**src/rtl/ripple_carry_adder_full_adder.sv**
```systemverilog
// Single-bit full adder cell built from xor/and/or gate primitives.
// Latency: purely combinational, zero cycles.
// Backpressure: none; output follows inputs continuously.
// Ports: a, b, cin (operand bits and carry in) -> s (sum bit), cout (carry out).
module full_adder (
    input  logic a,
    input  logic b,
    input  logic cin,
    output logic s,
    output logic cout
);

    logic p;     // propagate: carry passes through when exactly one operand bit is set
    logic g;     // generate: both operand bits set
    logic pc;    // incoming carry propagated

    xor u_xor_p (p, a, b);
    xor u_xor_s (s, p, cin);
    and u_and_g (g, a, b);
    and u_and_pc (pc, p, cin);
    or  u_or_c (cout, g, pc);

endmodule

```
**src/rtl/ripple_carry_adder.sv**
```systemverilog
// WIDTH-bit ripple-carry adder, {c_out, sum} = a + b + c_in, result registered.
// Latency: 1 cycle from in_valid to out_valid; one operand set accepted per cycle.
// Backpressure: none; there is no ready, every valid input produces a result.
// Ports: clk, rst (sync, active-high), a, b, c_in, in_valid -> sum, c_out, out_valid,
//        and ovf (two's-complement overflow) only when macro RCA_OVF_EN is defined.
module ripple_carry_adder #(
    parameter int WIDTH = 4
) (
    input  logic             clk,
    input  logic             rst,
    input  logic [WIDTH-1:0] a,
    input  logic [WIDTH-1:0] b,
    input  logic             c_in,
    input  logic             in_valid,
    output logic [WIDTH-1:0] sum,
    output logic             c_out,
`ifdef RCA_OVF_EN
    output logic             ovf,
`endif
    output logic             out_valid
);

    // c[i] is the carry into bit i; c[WIDTH] is the carry out of the MSB.
    logic [WIDTH:0]   c;
    logic [WIDTH-1:0] s;

    assign c[0] = c_in;

    for (genvar i = 0; i < WIDTH; i++) begin : g_fa
        full_adder u_fa (
            .a    (a[i]),
            .b    (b[i]),
            .cin  (c[i]),
            .s    (s[i]),
            .cout (c[i+1])
        );
    end

    // Reset wins over in_valid, so an operation presented during reset is dropped.
    // When in_valid is low only out_valid falls; the data registers hold.
    always_ff @(posedge clk) begin
        if (rst) begin
            sum       <= '0;
            c_out     <= 1'b0;
            out_valid <= 1'b0;
`ifdef RCA_OVF_EN
            ovf       <= 1'b0;
`endif
        end else if (in_valid) begin
            sum       <= s;
            c_out     <= c[WIDTH];
            out_valid <= 1'b1;
`ifdef RCA_OVF_EN
            // Carry into and out of the sign bit disagree exactly on signed overflow.
            ovf       <= c[WIDTH] ^ c[WIDTH-1];
`endif
        end else begin
            out_valid <= 1'b0;
        end
    end

endmodule

```
**config.mk**
```make
export PLATFORM = sky130hd
export DESIGN_NAME = ripple_carry_adder
export DESIGN_NICKNAME = d
export VERILOG_FILES = /design/src/rtl/ripple_carry_adder_full_adder.sv /design/src/rtl/ripple_carry_adder.sv
export SDC_FILE = /design/constraint.sdc
export NUM_CORES = 1
export LEC_CHECK = 0
export BUFFER_PORTS_ARGS = -buffer_cell sky130_fd_sc_hd__buf_2
export CORE_AREA = 5 5 42 44
export DETAILED_ROUTE_END_ITERATION = 6
export DIE_AREA = 0 0 47 49
export SYNTH_ARGS = -nofsm -noshare
export SYNTH_HDL_FRONTEND = slang
export SYNTH_SLANG_ARGS = --single-unit
```
**constraint.sdc**
```tcl
create_clock -name clk -period 6.4 [get_ports clk]
set_input_delay 1.92 -clock clk [delete_from_list [all_inputs] [get_ports clk]]
set_output_delay 1.92 -clock clk [all_outputs]
set_load 0.02 [all_outputs]
```
# Word level (Yosys, flattened, before mapping)
# Cells that the tools add are included.
[totals]
ff_bits = 6
inputBits = 12
output_inout_bits = 6
elab_cells = 24
[classes]
muxes = 1
bitwise = 20
[ops]
columns = ["cell", "n"]
rows = [
  ["1-bit AND", 8],
  ["1-bit bitwise XOR", 8],
  ["1-bit OR", 4],
  ["1-bit two-way mux", 1],
]

# Longest topological paths before layout
[depth]
depth_word = 9
depth_mapped = 8
ltp_nobuf = 8

# Hierarchy
# From an unflattened synthesis, not the netlist that was laid out.
[unflattened]
cells_unflattened = 22
area_unflattened_um2 = 286.5
[by_module_without_submodules]
columns = ["module", "instances", "cells_each", "area_per_inst_um2", "seq_area_each_um2"]
rows = [
  ["ripple_carry_adder", 1, 18, 206.4, 120.1],
  ["full_adder", 4, 1, 20.0, 0.0],
]

# Worst setup path before layout
# No wires, ideal clock.
[synth_timing]
path_kind = "input to register"
startpoint = "input port a[0]"
endpoint = "register sum[3]"
setup_ns = 0.079
arrival_time_ns = 3.578
required_time_ns = 6.321
path_slack_ns = 2.743
stages = 8
path_buffers = 0
path_cell_list = "inv_1 fa_1 inv_1 fa_1 fa_1 inv_1 fa_1 a211oi_2"
[synth_via]
elab_chain_len = 8
elab_cells_between_ends = 9
classes_between = "9 x bitwise"
[synth_rtl]
columns = ["element", "line_no", "source"]
rows = [
  ["start, declared", "ripple_carry_adder.sv:11", "input logic [WIDTH-1:0] a,"],
  ["1-bit bitwise XOR", "ripple_carry_adder_full_adder.sv:17", "xor u_xor_p (p, a, b);"],
  ["1-bit AND", "ripple_carry_adder_full_adder.sv:20", "and u_and_pc (pc, p, cin);"],
  ["1-bit OR (*)", "ripple_carry_adder_full_adder.sv:21", "or u_or_c (cout, g, pc);"],
  ["1-bit AND (*)", "ripple_carry_adder_full_adder.sv:20", ""],
  ["1-bit OR (*)", "ripple_carry_adder_full_adder.sv:21", ""],
  ["1-bit AND (*)", "ripple_carry_adder_full_adder.sv:20", ""],
  ["1-bit OR (*)", "ripple_carry_adder_full_adder.sv:21", ""],
  ["1-bit bitwise XOR (*)", "ripple_carry_adder_full_adder.sv:18", "xor u_xor_s (s, p, cin);"],
  ["end signal, assigned", "ripple_carry_adder.sv:50", "sum <= s;"],
  ["end, declared", "ripple_carry_adder.sv:15", "output logic [WIDTH-1:0] sum,"],
]
# Mark *: on every way between the ends. The rest lies on a longest branch, timed or not.
# A chain may end at the register's enable or synchronous reset.

# Worst setup path in the final report
# Ends and elaborated chain as after synthesis.

==> metrics.csv <==
metric;value;unit
yosys warns;0;
CTS max path bufs;2;
largest net degree at the start of global routing;10;
Num CTS Buffers;3;
maxcap violations;0;
# port buffers;17;
multiplexer share of the synthesized area;0.0620;
initial antenna violation count;0;
Setup Viol. Count Final;0;
Req. time, crit path;6.56;ns
Syn Inst Count;29;
number of global-route vias before repair;277;
drt pass-1 iters;2;
die area;2300;sq um
Hold Path Class;register to register;
commonest cells after routing, fill and taps aside;17 x buf_2, 7 x inv_1, 6 x dfxtp_1;
Die Y;49;um
commonest non-fill, non-tap cell in the layout;buf_2;
CP arrival;3.75;ns
remaining antenna violation count;0;
CTS tree;done;
GP Congestion;0.609;
final core occ;0.313;
Syn Nets;45;
Overall Global Routing Usage;0.0738;
Max Freq;279;MHz
Synth Area in XOR/XNOR;0;
post-DR wirelength/cell;10.4;um
CP endpoint kind;register;
post-synth cell types;9;
clock sink count;6;
number of synthesized register bits;6;
simple-gate share of the synthesized area;0.0853;
Root Driver;clkbuf_4;
clock slew seen by the registers of the worst setup and hold paths;0.05;ns
area delta synth->final;36.0;%
die width;47;um
syn avg cell area;11.1;sq um
worst IR drop on VDD;104;uV
clock skew;0;ns
core area;1400;sq um
RSZ-0062 raised after global routing;no;
total I/O pin count;18;
design area;439;sq um
critical path class;input port to register;
post-route minimum period;3.58;ns
Yosys top cell area share;0.372;
Post-Route WL;668;um
Initial Utilization;0.230;
DR iter-0 viols;2;
dominant cell type by area after synthesis;dfxtp_1;
number of remaining DRC errors;0;
crit-path max FO;1;
Tcrit/Tclk final;0.560;
Tot Pwr;101;uW
final hold viol count;0;
Synth Area in Compound Gates;0.116;
Skew-Pair Late Insertion Delay;0.24;ns
largest family of logic cells by synthesized area;adder cells;
nets;66;
Synth Area in Adders;0.248;
max-slew violations;0;
Synth Cell Area;323;sq um
share of cells above drive strength 1;0.500;
# rows;14;
sequential area share after synthesis;0.372;
post-CTS setup buffers;0;
Worst Setup Start Kind;input port;
Pwr Density;231;nW/um^2
Fin Setup TNS;0;ns
status;finished, final reports clean;
CTS HTree Levels;1;
vias per inst;3.91;
first-pass GRT wire length;1120;um
hold slack;0.485;ns
cells resized by post-CTS repair;0;
vias;250;
top cells by area, synth;dfxtp_1 37%, fa_1 25%, a211oi_2 12%, inv_1 8.1%, mux2i_1 6.2%;
antenna cell count;0;
Post-CTS Hold Fix Bufs;0;
Slew headroom;0.863;
placed wire-length estimate;577;um
Overflow after GRT;0;
Least-Margin Pin Slew;0.206;ns
dpl cell area;417;sq um
Pleak;0.000232;uW
==> path summary, 6_finish.rpt <==
check	start	to	slack, ns	cells past startpoint
setup / recovery	a[0]	sum[3]	2.82	9
hold / removal	sum[1]	sum[1]	0.48	2
setup reg to reg	sum[0]	sum[0]	5.78	2
hold reg to reg	sum[1]	sum[1]	0.48	2
==> final cells by class <==
class                   instances  area [sq um]
clock buffers                   3          22.5
flip-flops and latches          6           120
multi-input cells              15           165
well taps                      16          20.0
fillers                       158           962
inverters                       7          26.3
repair buffers                 17          85.1
==> worst max-delay path, cell delays in order <==
cell and delay [ns]:
buf_2 0.09, inv_1 0.07, fa_1 0.16, inv_1 0.05
fa_1 0.38, fa_1 0.37, inv_1 0.08, fa_1 0.42
a211oi_2 0.21
==> metal layers <==
layer	up-vias	wire [um]	track usage
li1	126	-	-
met1	117	227	0.0742
met2	7	379	0.111
met3	0	61	0.0480
met4	0	0	0.0415
met5	-	0	0
==> through the flow <==
stage	std cells	setup slack, ns
6_report	64	2.82
5_1_grt	64	2.67
4_1_cts	64	2.80
3_5_place_dp	61	2.55
3_3_place_gp	61	2.58
2_1_floorplan	29	2.74
==> cells by family (layout without fill, tap and decap cells) <==
logic type,count (synthesis),count (layout)
multiplexers,2,2
AO/OA/AOI/OAI,3,3
buffers and inverters,8,27
adder cells (fa/ha/maj),4,4
AND/OR/NAND/NOR,6,6
flip-flops,6,6
==> cell usage after synthesis, drive strengths merged <==
library cell / number
buf: 1
nor2b: 1
dfxtp: 6
inv: 7
a211oi: 3
fa: 4
mux2i: 2
nor2: 5
==> flip-flops by register name (all words and copies together), names as in the netlist <==
register,count
c_out,1
out_valid,1
sum,4
==> power by group <==
part           total (uW)  internal (uW)  leakage, uW  switching [uW]
logic                24.7           10.7     0.000169            14.0
registers            42.2           40.9    0.0000498            1.36
clock network        34.6           21.2    0.0000138            13.4
total                 101           72.8     0.000232            28.7
(Power assumes the default switching activity.)
